**src/rtl/uart_event_rx_if.sv**
```systemverilog
// Byte stream in from the UART receiver, decoded event frames out.
interface uart_event_rx_if;
  logic [7:0] rx_data;
  logic       rx_done;
  logic       block;
  logic [7:0] evento;
  logic [3:0] linha;
  logic [3:0] coluna;
  logic [3:0] valor;
  logic [1:0] dificuldade;
  logic       data_valid;
  logic       frame_error;
  logic       busy;

  // Byte source / event consumer side
  modport master (
    output rx_data, rx_done, block,
    input  evento, linha, coluna, valor, dificuldade, data_valid, frame_error, busy
  );

  // Decoder side
  modport slave (
    input  rx_data, rx_done, block,
    output evento, linha, coluna, valor, dificuldade, data_valid, frame_error, busy
  );
endinterface

```
**src/rtl/uart_event_rx.sv**
```systemverilog
// Event frame decoder: code byte + 0..2 payload bytes -> validated fields.
module uart_event_rx #(
  parameter logic [7:0] EVT_NEW        = 8'hA0,
  parameter logic [7:0] EVT_MOVE       = 8'hA1,
  parameter logic [7:0] EVT_END        = 8'hAB,
  parameter int         TIMEOUT_CYCLES = 50_000_000,
  parameter int         CNT_W          = 26
) (
  input  logic           clk,
  input  logic           reset,
  uart_event_rx_if.slave bus
);

  // The timeout counter must reach its expiry value without wrapping.
  if (64'(TIMEOUT_CYCLES) >= (64'd1 << CNT_W) || TIMEOUT_CYCLES < 1) begin : g_cnt_chk
    $error("uart_event_rx: TIMEOUT_CYCLES does not fit in CNT_W bits");
  end

  localparam logic [CNT_W-1:0] CNT_LAST = CNT_W'(TIMEOUT_CYCLES - 1);

  typedef enum logic [1:0] {IDLE, PAYLOAD1, PAYLOAD2} state_t;

  state_t           state_q;
  logic [7:0]       code_q;
  logic [7:0]       byte1_q;
  logic [CNT_W-1:0] cnt_q;
  logic [7:0]       evento_q;
  logic [3:0]       linha_q, coluna_q, valor_q;
  logic [1:0]       dif_q;
  logic             data_valid_q, frame_error_q;

  logic move_ok;
  logic new_ok;

  // Field checks for the final payload byte of each frame type.
  assign new_ok  = (bus.rx_data <= 8'd2);
  assign move_ok = (byte1_q[7:4] <= 4'd8) && (byte1_q[3:0] <= 4'd8) &&
                   (bus.rx_data[7:4] == 4'd0) && (bus.rx_data[3:0] != 4'd0) &&
                   (bus.rx_data[3:0] <= 4'd9);

  // Frame assembly FSM with registered field outputs and pulses.
  always_ff @(posedge clk) begin
    if (reset) begin
      state_q       <= IDLE;
      code_q        <= '0;
      byte1_q       <= '0;
      cnt_q         <= '0;
      evento_q      <= '0;
      linha_q       <= '0;
      coluna_q      <= '0;
      valor_q       <= '0;
      dif_q         <= '0;
      data_valid_q  <= 1'b0;
      frame_error_q <= 1'b0;
    end else begin
      data_valid_q  <= 1'b0;
      frame_error_q <= 1'b0;
      case (state_q)
        IDLE: begin
          cnt_q <= '0;
          if (bus.rx_done) begin
            if (bus.rx_data == EVT_END) begin
              if (!bus.block) begin
                evento_q     <= bus.rx_data;
                data_valid_q <= 1'b1;
              end
            end else if (bus.rx_data == EVT_NEW || bus.rx_data == EVT_MOVE) begin
              code_q  <= bus.rx_data;
              state_q <= PAYLOAD1;
            end else begin
              // Unknown code is not a frame, so block does not suppress it.
              frame_error_q <= 1'b1;
            end
          end
        end
        PAYLOAD1: begin
          if (bus.rx_done) begin
            cnt_q <= '0;
            if (code_q == EVT_NEW) begin
              state_q <= IDLE;
              if (!bus.block) begin
                if (new_ok) begin
                  evento_q     <= code_q;
                  dif_q        <= bus.rx_data[1:0];
                  data_valid_q <= 1'b1;
                end else begin
                  frame_error_q <= 1'b1;
                end
              end
            end else begin
              byte1_q <= bus.rx_data;
              state_q <= PAYLOAD2;
            end
          end else if (cnt_q == CNT_LAST) begin
            frame_error_q <= 1'b1;
            cnt_q         <= '0;
            state_q       <= IDLE;
          end else begin
            cnt_q <= cnt_q + 1'b1;
          end
        end
        PAYLOAD2: begin
          if (bus.rx_done) begin
            cnt_q   <= '0;
            state_q <= IDLE;
            if (!bus.block) begin
              if (move_ok) begin
                evento_q     <= code_q;
                linha_q      <= byte1_q[7:4];
                coluna_q     <= byte1_q[3:0];
                valor_q      <= bus.rx_data[3:0];
                data_valid_q <= 1'b1;
              end else begin
                frame_error_q <= 1'b1;
              end
            end
          end else if (cnt_q == CNT_LAST) begin
            frame_error_q <= 1'b1;
            cnt_q         <= '0;
            state_q       <= IDLE;
          end else begin
            cnt_q <= cnt_q + 1'b1;
          end
        end
        default: begin
          state_q <= IDLE;
          cnt_q   <= '0;
        end
      endcase
    end
  end

  assign bus.evento      = evento_q;
  assign bus.linha       = linha_q;
  assign bus.coluna      = coluna_q;
  assign bus.valor       = valor_q;
  assign bus.dificuldade = dif_q;
  assign bus.data_valid  = data_valid_q;
  assign bus.frame_error = frame_error_q;
  assign bus.busy        = (state_q != IDLE);

endmodule

```
**src/flat_wrapper.sv**
```systemverilog
// flat-port wrapper written by rule: the top's interface ports become plain ports
module uart_event_rx_flat 
#(
  parameter logic [7:0] EVT_NEW        = 8'hA0,
  parameter logic [7:0] EVT_MOVE       = 8'hA1,
  parameter logic [7:0] EVT_END        = 8'hAB,
  parameter int         TIMEOUT_CYCLES = 50_000_000,
  parameter int         CNT_W          = 26
)
  (clk, reset, bus_rx_data, bus_rx_done, bus_block, bus_evento, bus_linha, bus_coluna, bus_valor, bus_dificuldade, bus_data_valid, bus_frame_error, bus_busy);
  uart_event_rx_if bus_i ();
  input  logic clk;
  input  logic reset;
  input wire logic [$bits(bus_i.rx_data)-1:0] bus_rx_data;
  input wire logic [$bits(bus_i.rx_done)-1:0] bus_rx_done;
  input wire logic [$bits(bus_i.block)-1:0] bus_block;
  output wire logic [$bits(bus_i.evento)-1:0] bus_evento;
  output wire logic [$bits(bus_i.linha)-1:0] bus_linha;
  output wire logic [$bits(bus_i.coluna)-1:0] bus_coluna;
  output wire logic [$bits(bus_i.valor)-1:0] bus_valor;
  output wire logic [$bits(bus_i.dificuldade)-1:0] bus_dificuldade;
  output wire logic [$bits(bus_i.data_valid)-1:0] bus_data_valid;
  output wire logic [$bits(bus_i.frame_error)-1:0] bus_frame_error;
  output wire logic [$bits(bus_i.busy)-1:0] bus_busy;
  assign bus_i.rx_data = bus_rx_data;
  assign bus_i.rx_done = bus_rx_done;
  assign bus_i.block = bus_block;
  assign bus_evento = bus_i.evento;
  assign bus_linha = bus_i.linha;
  assign bus_coluna = bus_i.coluna;
  assign bus_valor = bus_i.valor;
  assign bus_dificuldade = bus_i.dificuldade;
  assign bus_data_valid = bus_i.data_valid;
  assign bus_frame_error = bus_i.frame_error;
  assign bus_busy = bus_i.busy;
  uart_event_rx #(.EVT_NEW(EVT_NEW), .EVT_MOVE(EVT_MOVE), .EVT_END(EVT_END), .TIMEOUT_CYCLES(TIMEOUT_CYCLES), .CNT_W(CNT_W)) u_core (.clk(clk), .reset(reset), .bus(bus_i));
endmodule
```
**config.mk**
```make
export PLATFORM = sky130hd
export DESIGN_NAME = uart_event_rx_flat
export DESIGN_NICKNAME = d
export VERILOG_FILES = /design/src/rtl/uart_event_rx_if.sv /design/src/rtl/uart_event_rx.sv /design/src/flat_wrapper.sv
export SDC_FILE = /design/constraint.sdc
export NUM_CORES = 1
export LEC_CHECK = 0
export BUFFER_PORTS_ARGS = -buffer_cell sky130_fd_sc_hd__buf_4
export CAP_MARGIN = 20
export CORE_MARGIN = 2
export CORE_UTILIZATION = 45
export DETAILED_ROUTE_END_ITERATION = 10
export GPL_ROUTABILITY_DRIVEN = 0
export PLACE_DENSITY = 0.67
export SLEW_MARGIN = 20
export SYNTH_ARGS = -nofsm -noshare
export SYNTH_HDL_FRONTEND = slang
export SYNTH_SLANG_ARGS = --single-unit
export TNS_END_PERCENT = 50
```
**constraint.sdc**
```tcl
create_clock -name clk -period 1.8 [get_ports clk]
set_input_delay 0.09 -clock clk [delete_from_list [all_inputs] [get_ports clk]]
set_output_delay 0.09 -clock clk [all_outputs]
set_load 0.01 [all_outputs]
```
After elaboration in Yosys (flattened, before gate mapping)
Cells that the tools add are included.
{ "word_totals": {"wordCells": 99, "register_bits": 68, "out_inout_bits": 25, "inputBits": 12} }
{ "op_classes": {"eq_ne": 19, "magnitude_cmp": 4, "bitwise_logic": 4, "n_reduce_logical": 18, "n_mux": 42, "addsub": 1} }
{ "op_table": {"columns": ["op", "n"], "rows": [
  ["two-way mux 8 bit", 10],
  ["== test 8 bit (second input constant)", 4],
  ["adder 26 x 1 -> 26 bit (second input constant)", 1],
  ["== test 26 bit (second input constant)", 1],
  ["one-hot mux 8 bit (3 select lines)", 1],
  ["two-way mux 1 bit", 21],
  ["two-way mux 2 bit", 7],
  ["inequality test 2 bit (second input constant)", 7],
  ["<= comparator 4 bit (second input constant)", 3],
  ["AND reduction 11 bit", 1],
  ["inequality test 2 x 1 -> 1 bit (second input constant)", 5],
  ["<= comparator 8 x 2 -> 1 bit (second input constant)", 1],
  ["AND reduction 4 bit", 2],
  ["one-hot mux 1 bit (3 select lines)", 2],
  ["one-hot mux 2 bit (3 select lines)", 1],
  ["AND reduction 3 bit", 2],
  ["AND reduction 5 bit", 1],
  ["logical AND 1 bit", 4],
  ["logical NOT 4 bit", 1],
  ["NOT 1 bit", 4],
  ["nonzero test 4 bit", 1],
  ["OR reduction 4 bit", 1],
  ["nonzero test 3 bit", 1],
  ["== test 2 x 1 -> 1 bit (second input constant)", 1],
  ["other kinds (5)", 5]
]} }

Depth between registers and ports, before layout
Gate-level depths: netlist (run 1).
{ "logic_depth": {"ltp_word": 9, "mapped_depth": 8, "ltp_nobuf": 7} }

Worst setup path before layout (run 1)
OpenSTA, ideal clock, no wires.
{ "synth_path": {"path_kind": "register to register", "from": "reg u_core.state_q[0]", "to": "reg u_core.evento_q[3] (netlist: u_core.bus.evento[3])", "t_arrival_ps": 1733, "path_buffers": 1, "required_ps": 1663, "synth_period_minus_slack_ps": 1870, "slack_ps": -70, "setup_ps": 137, "path_stages_with_launch": 9, "path_cell_list": "dfxtp_1 inv_1 ha_1 inv_1 a41oi_1 a2111oi_4 and2_1 buf_6 a211oi_1"} }
{ "synth_between": {"elab_chain_len": 3, "elab_cells_between_ends": 16, "classes_between": "12 x eq/ne; 1 x mux; 3 x reduce/logical"} }
{ "synth_rtl": {"columns": ["element", "line_no", "text"], "rows": [
  ["start: declaration", "uart_event_rx.sv:23", "state_t state_q;"],
  ["start signal: assignment", "uart_event_rx.sv:44", "state_q <= IDLE;"],
  ["start signal: assignment", "uart_event_rx.sv:69", "state_q <= PAYLOAD1;"],
  ["start signal: assignment", "uart_event_rx.sv:80", "state_q <= IDLE;"],
  ["== test 2 bit (tied with other cells)", "uart_event_rx.sv:58", "case (state_q)"],
  ["inequality test 2 x 1 -> 1 bit (no line) (tied with other cells)", null, null],
  ["AND reduction 11 bit (no line)", null, null],
  ["end signal: assignment", "uart_event_rx.sv:64", "evento_q <= bus.rx_data;"],
  ["end signal: assignment", "uart_event_rx.sv:83", "evento_q <= code_q;"],
  ["end signal: assignment", "uart_event_rx.sv:108", "evento_q <= code_q;"],
  ["end: declaration", "uart_event_rx.sv:27", "logic [7:0] evento_q;"]
]} }
Parallel ways exist; a longest one is shown, timed or not.
A chain may end at the register's enable or synchronous reset.

Final worst setup path (run 1)
{ "layout_path": {"from": "reg u_core.cnt_q[12]", "to": "reg u_core.frame_error_q (netlist: u_core.bus.frame_error)"} }
{ "layout_between": {"elab_chain_len": 4, "elab_cells_between_ends": 5, "classes_between": "1 x eq/ne; 4 x mux"} }
{ "layout_rtl": {"columns": ["element", "line_no", "text"], "rows": [
  ["start: declaration", "uart_event_rx.sv:26", "logic [CNT_W-1:0] cnt_q;"],
  ["start signal: assignment", "uart_event_rx.sv:99", "cnt_q <= cnt_q + 1'b1;"],
  ["start signal: assignment", "uart_event_rx.sv:122", "cnt_q <= cnt_q + 1'b1;"],
  ["== test 26 bit (*)", "uart_event_rx.sv:94, uart_event_rx.sv:117", null],
  ["two-way mux 1 bit (*)", "uart_event_rx.sv:94, uart_event_rx.sv:117", null],
  ["two-way mux 1 bit (on tied branches)", "uart_event_rx.sv:103, uart_event_rx.sv:77", null],
  ["one-hot mux 1 bit (3 select lines) (*)", "uart_event_rx.sv:58", null],
  ["end signal: assignment", "uart_event_rx.sv:57", "frame_error_q <= 1'b0;"],
  ["end signal: assignment", "uart_event_rx.sv:95", "frame_error_q <= 1'b1;"],
  ["end signal: assignment", "uart_event_rx.sv:118", "frame_error_q <= 1'b1;"],
  ["end: declaration", "uart_event_rx.sv:30", "logic data_valid_q, frame_error_q;"]
]} }
Mark *: on every way between the ends. The rest lies on a longest branch, timed or not.

==> results by group, run 1 <==
Status
  – Violated checks: setup timing
  – Status: complete, but fails checks

Logic synthesis
  – Seq cells post-synth: 68
  – Average cell area after synthesis: 9.467 sq um
  – Top-count cell post-synth: dfxtp_1
  – Most frequent cells after synthesis: 68 x dfxtp_1, 64 x nor2_1, 31 x mux2i_1, 20 x xnor2_1, 12 x inv_1
  – EDFF count, synth: 0
  – Synth top area cells: dfxtp_1 44%, mux2i_1 9.9%, nor2_1 7.7%
  – Most used flip-flop cell after synthesis: dfxtp_1
  – Cell taking the most area after synthesis: dfxtp_1
  – Synth Net Count: between 300 and 400
  – Count of cell types in the netlist: 45
  – Yosys warning count: 0
  – Post-synthesis sequential area ratio: 0.4357
  – Synth top area share: 0.4357
  – Synthesized instance count: 330
  – Syn Std Cell Area: 3124 sq um
  – Async S/R FF share, synth: 0

Global routing
  – Vias in the first global route: 2,447
  – Pin count of the biggest net entering global routing: 41
  – Initial antenna violation count: 0
  – Total track usage: 0.1937
  – First-pass GRT wire length: 11.60 mm
  – Grt total ovfl: 0

Placement
  – Post-DP Area: 3765 sq um
  – DP HPWL: 5.009 mm
  – Port bufs: 36

Floorplan
  – DIE HEIGHT: 87.33 um
  – Rows: 30
  – Core ar.: 6756 sq um
  – Die area: 7626 sq um
  – Die W: 87.33 um
  – Initial Util: 0.4624
  – Ports: 37

Pwr
  – Switch share: 0.2627
  – Clk pwr share: 0.383
  – Power per standard cell area: 784.8 nW/um^2
  – Worst vdd ir: 418.2 uV
  – Leakage: ~0.0014 uW
  – Combinational share of power: 0.126
  – Switching pwr: 838.6 uW
  – Internal Pwr Total: approximately 2400 uW
  – Seq pwr share: 0.491

STA
  – Highest clock rate: 533.3 MHz
  – Layout Skew: 10.46 ps
  – Final hold vios: 0
  – Final min period: 1875 ps
  – Final WS setup: -75.26 ps
  – Period utilization: 1.042
  – Max_slew headroom: 0.7001
  – RSZ-0062 raised after global routing: yes
  – Final Slew Violations: 0
  – Final setup vio count: 22
  – Slew @ Worst Pin: 449.9 ps

Drt
  – Post-DRT Antenna Nets: 0
  – Final wirelength: 7.004 mm
  – Vias: 2,566
  – Drt via density: ~5.2
  – WL/cell: 14.32 um
  – Remaining DRCs: 0
  – 1st-pass router iterations: 4
  – First-iteration detailed-routing DRC count: 112

Worst hold path
  – Min-Delay Path Class: in2reg

Critical path
  – Arr. time, crit path: 2140 ps
  – Worst Path Required: 2070 ps
  – CP startpoint kind: flip-flop
  – R2R Path Start: u_core.cnt_q[12]$_SDFF_PP0_
  – Crit. Startpoint: u_core.cnt_q[12]$_SDFF_PP0_
  – Worst Setup End Kind: flip-flop
  – Worst r2r dst: u_core.bus.frame_error$_SDFF_PP0_
  – Crit path capture: u_core.bus.frame_error$_SDFF_PP0_
  – R2r setup slk: -80 ps
  – Reg2Reg Depth: 5
  – Max FO, Critical Path: 4
  – Critical path type: reg2reg

CTS
  – Clk buf depth: 2
  – Clk Latency, worst-skew pair: 350 ps
  – CTS sink cnt: ~70
  – Buffer type at the clock tree root: clkbuf_8
  – H-Tree Depth: 3
  – TritonCTS clock tree: yes
  – CTS Buf Count: 9
  – Clock-pin slew on the worst setup and hold paths: 70 ps

Run
  – Max Cap Viol: 0

Layout
  – Share of layout cells above drive strength 1: 0.3178
  – Final instance area: 4068 sq um
  – Fin nets: 422
  – Fin util: 0.6020
  – Area grow syn2layout: 30.20%
  – Fillers: 578
  – N_diodes: 0
-- repair_timing --
| item | CTS | global route |
|---|---|---|
| endpoints found under the hold margin | 1 | 0 |
| pin swaps | 6 | 8 |
| endpoints found under the setup margin | 37 | 46 |
| gates resized for setup | 8 | 17 |
| hold buffers | 1 | 0 |
| setup buffers | 0 | 1 |
-- flip-flops by register name, indices dropped and copies added, names as in the netlist, 2 cells and up --
register and count:
u_core.bus.coluna 4, u_core.bus.linha 4, u_core.bus.dificuldade 2, u_core.code_q 8
u_core.bus.evento 8, u_core.cnt_q 26, u_core.bus.valor 4, u_core.state_q 2
u_core.byte1_q 8
-- power by group through the flow --
stage | clock network, uW | registers, uW | logic (uW)
after floorplan | 0 | 1610 | 206
final | 1220 | 1570 | 402
after detailed placement | 0 | 1600 | 373
after CTS | 1240 | 1570 | 378
after global placement | 0 | 1600 | 369
after global routing | 1300 | 1570 | 435
-- cell type report --
type / instances / area [sq um] / share of cell area
Tap cell: 80 / 100.1 / 0.02461
Clock buffer: 12 / 165.2 / 0.04060
Sequential cell: 68 / 1370 / 0.3368
Multi-Input combinational cell: 235 / 1723 / 0.4236
Inverter: 12 / 45.04 / 0.01107
Clock inverter: 4 / 31.28 / 0.007690
Timing Repair Buffer: 78 / 633.1 / 0.1556
-- metal layers --
layer	track usage	up-vias	wire, um
li1	-	1307	-
met1	0.2714	1202	3437
met2	0.2899	46	3171
met3	0.03318	11	262
met4	0.08811	0	132
met5	0	-	0
-- cells in the final DEF, fill, tap and decap left out, types with 2 or more instances in the layout --
master / instances
and2_1: 8
buf_12: 3
nand3_1: 10
nor2_1: 64
dfxtp_1: 61
and3_1: 5
a21oi_1: 8
buf_4: 72
xor2_1: 4
nor4_1: 8
buf_6: 2
a211oi_1: 4
a211oi_2: 6
a21oi_2: 2
nor4_4: 3
mux2i_1: 31
nor3_1: 6
clkinvlp_4: 3
ha_1: 5
clkbuf_8: 12
o31ai_1: 3
nor4b_2: 2
nor2b_1: 2
inv_1: 12
o21ai_0: 3
nand2_1: 8
xnor2_1: 20
dfxtp_2: 7
nand4_1: 5
a41oi_1: 2
-- stage by stage --
| stage | setup slack, ps | hold WS (ps) | instances | TNS, ps | total power, uW |
|---|---|---|---|---|---|
| 4_1_cts | -76.51 | 16.25 | 488 | -317.9 | 3187 |
| 3_3_place_gp | -16.58 | 349.2 | 472 | -16.58 | 1969 |
| 6_report | -75.26 | 25.12 | 489 | -241.9 | 3192 |
| 3_5_place_dp | -80.13 | 351.8 | 472 | -1089 | 1975 |
| 5_1_grt | -167.6 | 43.61 | 489 | -2248 | 3306 |
| 2_1_floorplan | 6.344 | 237.2 | 330 | 0 | 1815 |
-- logic make-up (layout without fill, tap and decap cells) --
logic type      Yosys count  count (layout)  synth area share
compound gates           37              37           0.09492
buf+inv                  27             106           0.03964
flops                    68              68            0.4357
simple gates            137             137            0.2391
xor+xnor                 24              24           0.06728
mux                      31              31           0.09932
fa+ha+maj                 6               6           0.02403
-- how the worst min path moves through the flow --
stage | endpoint | cells past startpoint | startpoint
5_1_grt | u_core.byte1_q[3]$_SDFFE_PP0P_ | 3 | bus_rx_data[3]
6_report | u_core.byte1_q[3]$_SDFFE_PP0P_ | 3 | bus_rx_data[3]
3_3_place_gp | u_core.cnt_q[6]$_SDFF_PP0_ | 2 | bus_rx_done
4_1_cts | u_core.byte1_q[3]$_SDFFE_PP0P_ | 3 | bus_rx_data[3]
3_5_place_dp | u_core.cnt_q[6]$_SDFF_PP0_ | 2 | bus_rx_done
2_1_floorplan | u_core.bus.dificuldade[0]$_SDFFE_PP0P_ | 2 | bus_rx_data[0]
-- critical path, stage by stage (launching register included) --
cell and delay [ps]:
dfxtp_2 320, or4bb_4 540, nor4_4 340, a31oi_4 140, a311o_1 300, a211oi_2 170
Power figures use the tool's default switching activity.
==> run 2, diff against run 1 <==
- RECOVER_POWER: not set -> 100
==> run 2 against run 1 <==
Effect of this change:
- the run still ends with setup timing left
- core utilization shrank 1.3 points
- setup slack is essentially flat
- count of clock-buffer cells in the layout is the same
- via count is essentially flat
- clock skew shrank 0.50 ps
- critical endpoint unchanged
- total power shrank 0.64%
- flip-flop and latch count is the same
- highest routed layer unchanged
- critical path depth is the same
- non-clock buffer count is the same
- final cell count is the same
- clock power is essentially flat
- sequential power is essentially flat
==> results by group, run 2 (synthesis gave the netlist of run 1 again) <==
STA
  – Period utilization: 1.042
  – Slew @ Worst Pin: between 400 and 500 ps
  – RSZ-0062 raised after global routing: yes
  – Final min period: between 1500 and 2000 ps
  – Final hold vios: 0
  – Highest clock rate: 533.2 MHz
  – Final WS setup: -75.36 ps
  – Final setup vio count: 22
  – Layout Skew: ~10 ps
  – Max_slew headroom: 0.6960
  – Final Slew Violations: 0

Floorplan
  – Die area: 7626 sq um
  – Die W: 87.33 um
  – Ports: 37
  – Initial Util: 0.4624
  – DIE HEIGHT: approximately 87 um
  – Rows: 30
  – Core ar.: approximately 6800 sq um

Layout
  – Share of layout cells above drive strength 1: 0.2592
  – Final instance area: about 4000 sq um
  – Fin cells: 489
  – N_diodes: 0
  – Commonest non-fill, non-tap cell in the layout: nor2_1
  – Largest register FFs: 26
  – Largest Register: u_core.cnt_q
  – Fin nets: 422
  – Fin util: 0.5887
  – Area grow syn2layout: 27.31%
  – Commonest cells after routing, fill and taps aside: 64 x nor2_1, 61 x dfxtp_1, 48 x buf_4, 31 x mux2i_1, 24 x clkbuf_1
  – Fillers: 598

Critical path
  – CP top delay family: simple AND/OR/NAND/NOR gates
  – Buf+Inv Stages, Crit Path: 0
  – Reg2Reg Depth: 5
  – Critical path type: reg2reg
  – Worst Setup End Kind: flip-flop
  – Worst r2r dst: u_core.bus.frame_error$_SDFF_PP0_
  – Worst Path Required: ~2100 ps
  – Max FO, Critical Path: 4
  – Crit. Startpoint: u_core.cnt_q[12]$_SDFF_PP0_
  – R2R Path Start: u_core.cnt_q[12]$_SDFF_PP0_
  – CP peak stage delay: between 500 and 600 ps
  – Crit path capture: u_core.bus.frame_error$_SDFF_PP0_
  – Crit path depth: 5
  – CP startpoint kind: flip-flop
  – R2r setup slk: -80 ps
  – Critical-path cell list: or4bb_4 > nor4_4 > a31oi_4 > a311o_1 > a211oi_2
  – Arr. time, crit path: 2140 ps
  – Slowest-stage cell, CP: or4bb_4

Worst hold path
  – Min-Delay Path Class: in2reg

Placement
  – DP HPWL: 5.009 mm
  – Port bufs: 36
  – Post-DP Area: 3765 sq um
  – Inst Count DP: approximately 470

Pwr
  – Combinational share of power: 0.121
  – Leakage: 0.001346 uW
  – Switching pwr: 835.5 uW
  – Clk pwr share: 0.385
  – Power per standard cell area: 797.4 nW/um^2
  – Worst vdd ir: ~420 uV
  – Switch share: 0.2634
  – Seq pwr share: 0.494
  – Internal Pwr Total: 2336 uW

Drt
  – Remaining DRCs: 0
  – Final wirelength: 7.024 mm
  – Post-DRT Antenna Nets: 0
  – First-iteration detailed-routing DRC count: 101
  – Vias: 2,564
  – 1st-pass router iterations: 4
  – Drt via density: 5.243
  – WL/cell: 14.36 um

CTS
  – Buffer type at the clock tree root: clkbuf_8
  – CTS Buf Count: 9
  – Clock-pin slew on the worst setup and hold paths: roughly 70 ps
  – TritonCTS clock tree: yes
  – H-Tree Depth: 3
  – Clk Latency, worst-skew pair: 350 ps
  – Clk buf depth: 2
  – CTS sink cnt: just under 70

Global routing
  – Total track usage: 0.1937
  – Initial antenna violation count: 0
  – Grt total ovfl: 0
  – First-pass GRT wire length: 11.60 mm
  – Pin count of the biggest net entering global routing: 41
  – Vias in the first global route: 2,447

Status
  – Status: complete, but fails checks
  – Violated checks: setup timing

Run
  – Max Cap Viol: 0
run 2: changes by cell type in the layout (fill, tap and decap cells not counted):
cell / previous run / this run
buf_4: 72 / 48
clkbuf_1: 0 / 24
run 2: area by class of cell:
class,count,area (sq um),area share
well taps,80,100.1,0.02517
multi-input cells,235,1723,0.4332
repair buffers,78,543.0,0.1365
inverters,12,45.04,0.01132
flip-flops and latches,68,1370,0.3444
clock inverters,4,31.28,0.007864
clock buffers,12,165.2,0.04152
run 2: through the flow:
step | power, uW | TNS (ps) | hold slack, ps | setup WS [ps]
2_1_floorplan | 1815 | 0 | 237.2 | 6.344
3_3_place_gp | 1969 | -16.58 | 349.2 | -16.58
3_5_place_dp | 1975 | -1089 | 351.8 | -80.13
4_1_cts | 3187 | -317.9 | 16.25 | -76.51
5_1_grt | 3288 | -2248 | 43.61 | -167.6
6_report | 3172 | -244.4 | 26.44 | -75.36
run 2: power groups by stage:
stage	combinational (uW)	sequential, uW	clock, uW
6_report	385	1570	1220
5_1_grt	418	1570	1300
4_1_cts	378	1570	1240
3_5_place_dp	373	1600	0
3_3_place_gp	369	1600	0
2_1_floorplan	206	1610	0
run 2: metal layers:
layer  share of wire  global-route usage
met1            0.49              0.2714
met2            0.45              0.2899
met3           0.036             0.03318
met4           0.015             0.08811
met5               0                   0
run 2: tightest hold or removal path: stages:
cell and delay (ps):
buf_4 110, mux2i_1 70, nor2_1 70
run 2: how the worst min path moves through the flow:
stage,slack [ps],end,from,depth (start not counted)
after floorplan,240,u_core.bus.dificuldade[0]$_SDFFE_PP0P_,bus_rx_data[0],2
after global placement,350,u_core.cnt_q[6]$_SDFF_PP0_,bus_rx_done,2
after detailed placement,350,u_core.cnt_q[6]$_SDFF_PP0_,bus_rx_done,2
after CTS,20,u_core.byte1_q[3]$_SDFFE_PP0P_,bus_rx_data[3],3
after global routing,40,u_core.byte1_q[3]$_SDFFE_PP0P_,bus_rx_data[3],3
final,30,u_core.byte1_q[3]$_SDFFE_PP0P_,bus_rx_data[3],3
run 2: repair_timing:
item / CTS / global route
endpoints found under the setup margin: 37 / 46
gates resized for setup: 8 / 17
hold endpoints to repair: 1 / 0
pin swaps: 6 / 8
buffers inserted: 0 / 1
hold buffers: 1 / 0
